--- src/rtl/mini16_loader_pkg.sv ---
// Shared definitions for the UART program loader: FSM states, frame magic, word helpers.
// Optional build macro: LOADER_CHECKSUM_EN adds the trailing XOR checksum byte and CSUM state.
package mini16_loader_pkg;

  localparam logic [7:0] MAGIC = 8'hA5;

`ifdef LOADER_CHECKSUM_EN
  typedef enum logic [2:0] {
    StIdle, StLenLo, StLenHi, StData, StCsum, StDone, StError
  } loader_state_e;
  // State entered once the last payload word (or a zero length) has been seen
  localparam loader_state_e StPayloadEnd = StCsum;
`else
  typedef enum logic [2:0] {
    StIdle, StLenLo, StLenHi, StData, StDone, StError
  } loader_state_e;
  localparam loader_state_e StPayloadEnd = StDone;
`endif

  function automatic int unsigned bytes_per_word(input int unsigned inst_width);
    return inst_width / 8;
  endfunction

endpackage

--- src/rtl/uart_rx_byte.sv ---
// 8N1 UART receiver: 2-FF synchroniser, mid-bit sampling timer and LSB-first shifter.
module uart_rx_byte #(
  parameter int unsigned UART_CLK_HZ  = 510000000,
  parameter int unsigned UART_SCLK_HZ = 115200
) (
  input  logic       clk,
  input  logic       reset,
  input  logic       uart_rxd,
  output logic [7:0] rx_data,
  output logic       rx_valid,
  output logic       rx_frame_err
);

  localparam int unsigned DIV  = UART_CLK_HZ / UART_SCLK_HZ;
  localparam int unsigned HALF = DIV / 2;

  typedef enum logic [1:0] {RxIdle, RxStart, RxData, RxStop} rx_state_e;

  rx_state_e   state_q;
  logic        rxd_meta_q, rxd_sync_q, rxd_prev_q;
  logic [31:0] cnt_q;
  logic [2:0]  bit_q;
  logic [7:0]  shift_q;
  logic        half_tick, bit_tick;

  // Bit-timer terminal counts: start-bit centre and full bit period
  always_comb begin
    half_tick = (cnt_q == 32'(HALF - 1));
    bit_tick  = (cnt_q == 32'(DIV - 1));
  end

  // Synchronise the asynchronous line; the extra stage gives falling-edge detection
  always_ff @(posedge clk) begin
    if (reset) begin
      rxd_meta_q <= 1'b1;
      rxd_sync_q <= 1'b1;
      rxd_prev_q <= 1'b1;
    end else begin
      rxd_meta_q <= uart_rxd;
      rxd_sync_q <= rxd_meta_q;
      rxd_prev_q <= rxd_sync_q;
    end
  end

  // Receive state machine: start qualification, 8 data samples, stop check
  always_ff @(posedge clk) begin
    if (reset) begin
      state_q      <= RxIdle;
      cnt_q        <= '0;
      bit_q        <= '0;
      shift_q      <= '0;
      rx_data      <= '0;
      rx_valid     <= 1'b0;
      rx_frame_err <= 1'b0;
    end else begin
      rx_valid     <= 1'b0;
      rx_frame_err <= 1'b0;
      cnt_q        <= cnt_q + 32'd1;
      unique case (state_q)
        RxIdle: begin
          cnt_q <= '0;
          if (rxd_prev_q && !rxd_sync_q) state_q <= RxStart;
        end
        RxStart: begin
          if (half_tick) begin
            cnt_q   <= '0;
            bit_q   <= '0;
            // Line back high at the centre means it was only a glitch
            state_q <= rxd_sync_q ? RxIdle : RxData;
          end
        end
        RxData: begin
          if (bit_tick) begin
            cnt_q   <= '0;
            shift_q <= {rxd_sync_q, shift_q[7:1]};
            bit_q   <= bit_q + 3'd1;
            if (bit_q == 3'd7) state_q <= RxStop;
          end
        end
        RxStop: begin
          if (bit_tick) begin
            cnt_q   <= '0;
            state_q <= RxIdle;
            if (rxd_sync_q) begin
              rx_valid <= 1'b1;
              rx_data  <= shift_q;
            end else begin
              rx_frame_err <= 1'b1;
            end
          end
        end
        default: state_q <= RxIdle;
      endcase
    end
  end

endmodule

--- src/rtl/uart_program_loader.sv ---
// Boot loader: receives a framed program image over UART and writes it into instruction
// memory while holding the CPU in reset. Frame: A5, LEN_LO, LEN_HI, LEN little-endian words.
// Optional build macro: LOADER_CHECKSUM_EN appends an XOR checksum byte over length and data.
module uart_program_loader
  import mini16_loader_pkg::*;
#(
  parameter int unsigned UART_CLK_HZ    = 510000000,
  parameter int unsigned UART_SCLK_HZ   = 115200,
  parameter int unsigned ADDR_WIDTH     = 10,
  parameter int unsigned INST_WIDTH     = 32,
  parameter int unsigned TIMEOUT_CYCLES = 51000000
) (
  input  logic                  clk,
  input  logic                  reset,
  input  logic                  uart_rxd,
  output logic                  cpu_reset,
  output logic                  mem_we,
  output logic [ADDR_WIDTH-1:0] mem_addr,
  output logic [INST_WIDTH-1:0] mem_wdata,
  output logic                  loading,
  output logic                  error,
  output logic                  done
);

  localparam int unsigned BPW   = bytes_per_word(INST_WIDTH);
  localparam int unsigned IDX_W = (BPW > 1) ? $clog2(BPW) : 1;

  logic [7:0]            rx_data;
  logic                  rx_valid, rx_frame_err;
  loader_state_e         state_q;
  logic [7:0]            len_lo_q;
  logic [15:0]           words_left_q;
  logic [IDX_W-1:0]      byte_idx_q;
  logic [INST_WIDTH-1:0] word_q;
  logic [31:0]           tmo_q;
`ifdef LOADER_CHECKSUM_EN
  logic [7:0]            csum_q;
`endif

  logic                  in_frame, go_error, is_magic, last_byte;
  logic [15:0]           len_full;
  logic [INST_WIDTH+7:0] word_cat;
  logic [INST_WIDTH-1:0] word_nxt;

  uart_rx_byte #(
    .UART_CLK_HZ  (UART_CLK_HZ),
    .UART_SCLK_HZ (UART_SCLK_HZ)
  ) u_rx (
    .clk          (clk),
    .reset        (reset),
    .uart_rxd     (uart_rxd),
    .rx_data      (rx_data),
    .rx_valid     (rx_valid),
    .rx_frame_err (rx_frame_err)
  );

  // Frame-level conditions and little-endian word assembly (new byte enters at the top)
  always_comb begin
    in_frame = (state_q == StLenLo) || (state_q == StLenHi) || (state_q == StData);
`ifdef LOADER_CHECKSUM_EN
    in_frame = in_frame || (state_q == StCsum);
`endif
    go_error  = ((state_q != StIdle) && rx_frame_err) ||
                (in_frame && !rx_valid && (tmo_q == 32'(TIMEOUT_CYCLES - 1)));
    is_magic  = rx_valid && (rx_data == MAGIC) &&
                ((state_q == StIdle) || (state_q == StError));
    last_byte = (byte_idx_q == IDX_W'(BPW - 1));
    len_full  = {rx_data, len_lo_q};
    word_cat  = {rx_data, word_q};
    word_nxt  = word_cat[INST_WIDTH+7:8];
  end

  // Loader FSM with registered outputs
  always_ff @(posedge clk) begin
    if (reset) begin
      state_q      <= StIdle;
      cpu_reset    <= 1'b1;
      mem_we       <= 1'b0;
      mem_addr     <= '0;
      mem_wdata    <= '0;
      loading      <= 1'b0;
      error        <= 1'b0;
      done         <= 1'b0;
      len_lo_q     <= '0;
      words_left_q <= '0;
      byte_idx_q   <= '0;
      word_q       <= '0;
      tmo_q        <= '0;
`ifdef LOADER_CHECKSUM_EN
      csum_q       <= '0;
`endif
    end else begin
      mem_we <= 1'b0;
      done   <= 1'b0;
      // Address advances in the cycle after the write strobe, wrapping naturally
      if (mem_we) mem_addr <= mem_addr + ADDR_WIDTH'(1);
      if (!in_frame || rx_valid) tmo_q <= '0;
      else                       tmo_q <= tmo_q + 32'd1;

      if (go_error) begin
        state_q   <= StError;
        loading   <= 1'b0;
        error     <= 1'b1;
        cpu_reset <= 1'b1;
      end else if (is_magic) begin
        state_q    <= StLenLo;
        loading    <= 1'b1;
        cpu_reset  <= 1'b1;
        error      <= 1'b0;
        mem_addr   <= '0;
        byte_idx_q <= '0;
`ifdef LOADER_CHECKSUM_EN
        csum_q     <= '0;
`endif
      end else begin
        unique case (state_q)
          StIdle: cpu_reset <= 1'b0;
          StLenLo: begin
            if (rx_valid) begin
              len_lo_q <= rx_data;
              state_q  <= StLenHi;
`ifdef LOADER_CHECKSUM_EN
              csum_q   <= csum_q ^ rx_data;
`endif
            end
          end
          StLenHi: begin
            if (rx_valid) begin
              words_left_q <= len_full;
              state_q      <= (len_full == 16'd0) ? StPayloadEnd : StData;
`ifdef LOADER_CHECKSUM_EN
              csum_q       <= csum_q ^ rx_data;
`endif
            end
          end
          StData: begin
            if (rx_valid) begin
              word_q <= word_nxt;
`ifdef LOADER_CHECKSUM_EN
              csum_q <= csum_q ^ rx_data;
`endif
              if (last_byte) begin
                byte_idx_q   <= '0;
                mem_we       <= 1'b1;
                mem_wdata    <= word_nxt;
                words_left_q <= words_left_q - 16'd1;
                if (words_left_q == 16'd1) state_q <= StPayloadEnd;
              end else begin
                byte_idx_q <= byte_idx_q + IDX_W'(1);
              end
            end
          end
`ifdef LOADER_CHECKSUM_EN
          StCsum: begin
            if (rx_valid) begin
              if (rx_data == csum_q) begin
                state_q <= StDone;
              end else begin
                // Words already written stay in memory; the CPU stays held
                state_q   <= StError;
                loading   <= 1'b0;
                error     <= 1'b1;
                cpu_reset <= 1'b1;
              end
            end
          end
`endif
          StDone: begin
            done    <= 1'b1;
            loading <= 1'b0;
            state_q <= StIdle;
          end
          StError: begin
            loading   <= 1'b0;
            error     <= 1'b1;
            cpu_reset <= 1'b1;
          end
          default: state_q <= StIdle;
        endcase
      end
    end
  end

endmodule

--- config.mk ---
export PLATFORM = sky130hd
export DESIGN_NAME = uart_program_loader
export DESIGN_NICKNAME = d
export VERILOG_FILES = /design/src/rtl/mini16_loader_pkg.sv /design/src/rtl/uart_rx_byte.sv /design/src/rtl/uart_program_loader.sv
export SDC_FILE = /design/constraint.sdc
export NUM_CORES = 1
export LEC_CHECK = 0
export ABC_AREA = 1
export CORE_MARGIN = 5
export CORE_UTILIZATION = 45
export DETAILED_ROUTE_END_ITERATION = 8
export HOLD_SLACK_MARGIN = 0.05
export PLACE_DENSITY = 0.71
export RECOVER_POWER = 25
export SLEW_MARGIN = 5
export SYNTH_ARGS = -nofsm -noshare
export SYNTH_HDL_FRONTEND = slang
export SYNTH_SLANG_ARGS = --single-unit
--- constraint.sdc ---
create_clock -name clk -period 2.1 [get_ports clk]
set_input_delay 0.315 -clock clk [delete_from_list [all_inputs] [get_ports clk]]
set_output_delay 0.315 -clock clk [all_outputs]
set_load 0.01 [all_outputs]
## Word level (Yosys, flattened, before mapping)

Cells that the tools add are included.

| cells by class | value |
|---|---|
| multiplexer cells | 43 |
| equal/unequal tests | 31 |
| $add $sub $neg | 6 |
| reductions and logical operators | 44 |
| bitwise operators | 7 |

Operator list:

| operator | count |
|---|---|
| case mux 32 bit (3 select lines) | 1 |
| adder 32 x 1 -> 32 bit (second input constant) | 2 |
| two-way mux 32 bit | 2 |
| two-way mux 16 bit | 3 |
| equality test 32 x 12 -> 1 bit (second input constant) | 1 |
| equality test 32 x 13 -> 1 bit (second input constant) | 1 |
| equality test 32 x 26 -> 1 bit (second input constant) | 1 |
| case mux 16 bit (2 select lines) | 1 |
| two-way mux 10 bit | 3 |
| two-way mux 3 bit | 10 |
| two-way mux 2 bit | 10 |
| inequality test 2 x 1 -> 1 bit (second input constant) | 9 |
| AND reduction 6 bit | 3 |
| equality test 16 x 1 -> 1 bit (second input constant) | 1 |
| zero test 16 bit | 1 |
| inequality test 4 x 3 -> 1 bit (second input constant) | 4 |
| subtractor 16 x 1 -> 16 bit (second input constant) | 1 |
| case mux 3 bit (4 select lines) | 1 |
| nonzero test 2 bit | 6 |
| adder 10 x 1 -> 10 bit (second input constant) | 1 |
| AND reduction 5 bit | 2 |
| OR reduction 2 bit | 5 |
| equality test 3 bit (second input constant) | 3 |
| two-way mux 1 bit | 9 |
| 25 further kinds | 50 |

| storage, ports and cells | value |
|---|---|
| input bits | 3 |
| register bits | 198 |

## Longest topological paths before layout

| depth | value |
|---|---|
| word-level depth | 8 |
| gate-level depth with buffers | 13 |
| depth with buffers taken out | 13 |

## Modules after synthesis

Synthesis repeated with hierarchy kept, for this count alone.

| second synthesis, totals | value |
|---|---|
| cell total of the unflattened synthesis | 1453 |
| area total of the unflattened synthesis | 9700.6 um^2 |

Modules (own cells, without submodules):

| module | cells an instance | instances | sequential area each (um^2) | area each (um^2) |
|---|---|---|---|---|
| uart_program_loader | 1011 | 1 | 2642.5 | 6645.1 |
| uart_rx_byte | 442 | 1 | 1161.1 | 3055.4 |

## Worst setup path after synthesis

Ideal clock, no wire load.

| path | value |
|---|---|
| path type | register -> register |
| from | reg u_rx.cnt_q[0] |
| to | reg u_rx.cnt_q[22] |
| arrival | 1453 ps |
| buffers on the path | 0 |
| clock period less this slack | 1570 ps |
| setup time | 117 ps |
| cell stages (with the launch flop) | 10 |
| setup slack | 530 ps |
| path through | dfxtp_1 > ha_1 > nand3_2 > nor2_4 > nand2_2 > nor2_4 > nand3_2 > nor2_2 > nand3_1 > nor3b_1 |

| between the ends | value |
|---|---|
| cells in the longest elaborated chain, start to end | 3 |
| elaborated cells on any way between the ends | 6 |

Ends and longest elaborated chain:

| what | line | source |
|---|---|---|
| from (decl) | uart_rx_byte.sv:21 | `logic [31:0] cnt_q;` |
| from (signal assigned) | uart_rx_byte.sv:58 | `cnt_q <= cnt_q + 32'd1;` |
| adder 32 x 1 -> 32 bit, or another cell as far along | uart_rx_byte.sv:58 |  |
| two-way mux 32 bit (on tied branches) | uart_rx_byte.sv:73, uart_rx_byte.sv:81, uart_rx_byte.sv:65 |  |
| case mux 32 bit (3 select lines) (*) | uart_rx_byte.sv:59 | `unique case (state_q)` |

Every way passes the cells marked *; elsewhere a longest branch is shown, timed or not.
A chain may end at the register's enable or synchronous reset.

## Worst setup path after layout

| path | value |
|---|---|
| from | reg u_rx.cnt_q[16] |
| to | reg u_rx.rx_data[5] |

| between the ends | value |
|---|---|
| cells in the longest elaborated chain, start to end | 2 |

Ends and longest elaborated chain:

| what | line | source |
|---|---|---|
| equality test 32 x 13 -> 1 bit | uart_rx_byte.sv:29 | `bit_tick = (cnt_q == 32'(DIV - 1));` |
| AND reduction 3 bit (no line) | - |  |
| to (signal assigned) | uart_rx_byte.sv:86 | `rx_data <= shift_q;` |
| to (decl) | uart_rx_byte.sv:9 | `output logic [7:0] rx_data,` |

Every way passes these cells.

==> run_results.csv <==
group,metric,value,unit
cells_and_area,area_growth,15.6,%
setup_path,critPathCaptureType,"register",
timing,finalCritPeriodShare,88.6,%
timing,timing_hold_violations_final,0,
timing,fin_worst_skew,20.7,ps
place,portBuffers,49,
synth,synth_adder_area_share,1.37,%
synth,ys_ff_latch,190,
floorplanning,io_pins,50,
timing,timing.fmax,0.538,GHz
global_routing,grt-ovfl-total,0,
synth,seq_area_frac_synth,41.7,%
global_routing,grt_first_pass_wirelength,35.7,mm
timing,grt_setup_unrepaired,"false",
timing,min_period,1860,ps
worst_hold_path,hp-class,"in -> reg",
floorplanning,dieWidth,152,um
global_routing,grt_pass1_vias,7645,
pwr,p_per_area,683,mW/mm2
pwr,clockPowerShare,48.5,%
place,dp_slack,290,ps
synth,muxShareOfSynthArea,0.123,%
cts,clockBufferDepth,2,
setup_path,start_kind,"register",
setup_path,crit_top_cell,"nor2_1",
flow_run,maxCapViolCount,0,
cts,htree_levels,4,
global_routing,grt_use_total,17.9,%
cts,post-cts-setup-buffers,0,
timing,hold_ws,244,ps
timing,fin_ws,240,ps
timing,worst_pin_slew,587,ps
synth,synth.cell_area,0.00912,mm2
cells_and_area,fin_util,52.5,%
pwr,combPwrFrac,1.3,%
cells_and_area,drive_gt1_share,7.22,%
cts,cts_root_buf,"clkbuf_16",
setup_path,crit_arrival,2180,ps
synth,synth_area_per_cell,6.75,um2
global_routing,grt_antenna_before_repair,0,
pwr,p_leak,4.40,nW
cells_and_area,fin_nets,1412,
cts,clk_pin_slew_worst_paths,80,ps
place,hpwl,14.6,mm
detailed_routing,ant_nets,0,
detailed_routing,vias,8435,
timing,relSlewSlack,60.5,%
cts,clock-sinks,190,
synth,synth_top_family_by_area,"simple AND/OR/NAND/NOR gates",
setup_path,critPathBufInv,2,
detailed_routing,drt_pass1_iterations,5,
cts,clock_latency,440,ps
setup_path,cpPeakStageDelay,340,ps
setup_path,crit_fanout,17,
floorplanning,core,0.0201,mm2
cts,cts_tree,"built",
cts,numCtsBuffers,17,
synth,synth_compound_area_share,9.09,%
setup_path,critPathRequiredTime,2420,ps
pwr,irDropWorstVdd,0.531,mV
cts,cts_resized,0,
timing,fin_setup_tns,0,ps
floorplanning,die_y,152,um
pwr,seqPwrFrac,50.2,%
synth,synth_simple_gate_area_share,37.1,%
cells_and_area,diodes,0,
detailed_routing,drc_errors,0,
pwr,switching_share,25.8,%
floorplanning,die-area,0.0232,mm2
synth,syn-num-nets,1365,
cells_and_area,seqCellArea,0.00380,mm2
synth,synth-xor-area-share,2.21,%
floorplanning,start_util,45.4,%
detailed_routing,routed_wl,20.7,mm
place,place.gp.congestion,0.939,
timing,slew_viol_final,0,
detailed_routing,via_per_inst,5.01,
pwr,finalPower,7.21,mW
setup_path,path_class,"reg -> reg",
setup_path,cp_cell_sequence,"inv_1, nand2_1, nor2_1, nand2_1, nor2_1, nand2_2, inv_2, nand4_4, nor2_1, nor2_1",
synth,yosysWarnings,0,
synth,yosys.cell_types.count,42,
detailed_routing,avgRoutedWirePerCell,12.3,um
outcome,outcome,"completed",
setup_path,crit_slowest_cell,"dfxtp_1",
setup_path,crit_family,"simple AND/OR/NAND/NOR gates",
synth,synthCells,1352,
detailed_routing,drtIter0Drc,526,
cts,hold_buffers,0,
global_routing,grt_start_max_net_pins,43,
cells_and_area,multiInputGateArea,0.00454,mm2
pwr,netSwitchingPower,1.86,mW
timing,setup_viol,0,
cells_and_area,fillers,1916,
floorplanning,rows,52,
pwr,p_int,5.34,mW
[placed cells by master, fill, tap and decap left out, types with 3 or more instances in the layout]
master	Yosys	routed
inv_1	137	138
buf_4	6	16
inv_8	0	3
nor3b_1	8	8
nor2_4	7	7
dfxtp_1	190	190
nand4_1	28	28
o211ai_1	4	4
nand4_2	3	3
nor2_1	255	256
nor4_1	3	3
nor3_1	45	45
clkinv_8	0	3
ha_1	10	10
nand2_2	7	7
dlygate4sd3_1	0	29
or2_2	8	8
nand3_1	50	51
inv_12	0	6
clkdlybuf4s50_1	0	19
nor2_2	6	5
xor2_1	17	17
nand2_1	341	341
a21oi_1	87	87
clkbuf_16	0	17
xnor2_1	6	6
o21ai_0	64	64
nand3_2	5	4
inv_2	11	10
nand3b_1	3	3
[worst reg2reg max path: stages, from the launching register on]
cell,delay [ps]
dfxtp_1,340
inv_1,120
nand2_1,70
nor2_1,100
nand2_1,80
nor2_1,300
nand2_2,160
inv_2,100
nand4_4,210
nor2_1,200
nor2_1,60
[cell type report]
cell class	instances	area share, %
clock buffer	17	4.03
clock inverter	15	2.17
inverter	149	5.30
multi-input combinational	973	43.1
sequential	190	36.1
tap	270	3.20
timing repair buffer	68	6.17
[cell usage after synthesis (all sizes together)]
library cell | instances | area, um2
a21o | 1 | 7.51
a21oi | 87 | 435
a22oi | 1 | 7.51
a31oi | 1 | 6.26
and3 | 2 | 12.5
buf | 25 | 154
clkbuf | 15 | 56.3
clkinv | 1 | 3.75
dfxtp | 190 | 3800
ha | 10 | 125
inv | 148 | 556
mux2 | 1 | 11.3
nand2 | 348 | 1320
nand3 | 56 | 318
nand3b | 3 | 22.5
nand4 | 32 | 234
nor2 | 268 | 1070
nor3 | 47 | 252
nor3b | 9 | 72.6
nor4 | 3 | 18.8
o211ai | 4 | 30.0
o21ai | 66 | 330
o22ai | 2 | 12.5
or2 | 9 | 56.3
xnor2 | 6 | 52.6
xor2 | 17 | 149
[flip-flops by register name, indices dropped and copies added, names as in the netlist, named ones only]
name and count:
u_rx.bit_q 3, u_rx.rx_frame_err 1, u_rx.rxd_meta_q 1, tmo_q 32, mem_addr 10, u_rx.rx_data 8, cpu_reset 1, state_q 3
u_rx.rxd_prev_q 1, word_q 24, loading 1, u_rx.rx_valid 1, u_rx.rxd_sync_q 1, mem_we 1, u_rx.cnt_q 32, u_rx.state_q 1
u_rx.shift_q 8, len_lo_q 8, words_left_q 16, error 1, mem_wdata 32, done 1, byte_idx_q 2
[cell families (layout without fill, tap and decap cells)]
family / count (synthesis) / after routing
and+or+nand+nor: 777 / 777
DFF: 190 / 190
buffers and inverters: 189 / 249
AOI/OAI and AO/OA: 162 / 162
xor gates and xnor gates: 23 / 23
adders and majority gates: 10 / 10
muxes: 1 / 1
[per-layer routing]
layer | wire (um) | GRT usage (%) | vias up | part of all wire, %
met3 | 899 | 3.32 | 30 | 4.3
met1 | 10000 | 24.7 | 3829 | 48
li1 | - | - | 4393 | -
met2 | 9390 | 28.4 | 183 | 45
met5 | 0 | 0 | - | 0
met4 | 379 | 5.57 | 0 | 1.8
[final timing paths]
path                   start              end  slack (ps)  cells past startpoint
max           u_rx.cnt_q[16]  u_rx.rx_data[5]         240                     10
min                    reset    u_rx.bit_q[2]         240                      3
max reg2reg   u_rx.cnt_q[16]  u_rx.rx_data[5]         240                     10
min reg2reg  u_rx.rxd_meta_q  u_rx.rxd_sync_q         410                      1
[per-stage QoR]
step / cell area [um2] / instances
global route: 10500 / 1682
CTS: 10600 / 1682
finish: 10500 / 1682
detailed placement: 9900 / 1650
floorplan: 9120 / 1352
global placement: 9900 / 1650
[power by group through the flow]
stage                     Sequential, mW  Combinational (mW)  Clock [mW]
after floorplan                     3.69              0.0749           0
after global placement              3.70              0.0937           0
after detailed placement            3.70              0.0939           0
after CTS                           3.62              0.0945        3.59
after global routing                3.62               0.105        3.77
final                               3.62              0.0937        3.50
(Power assumes the default switching activity.)
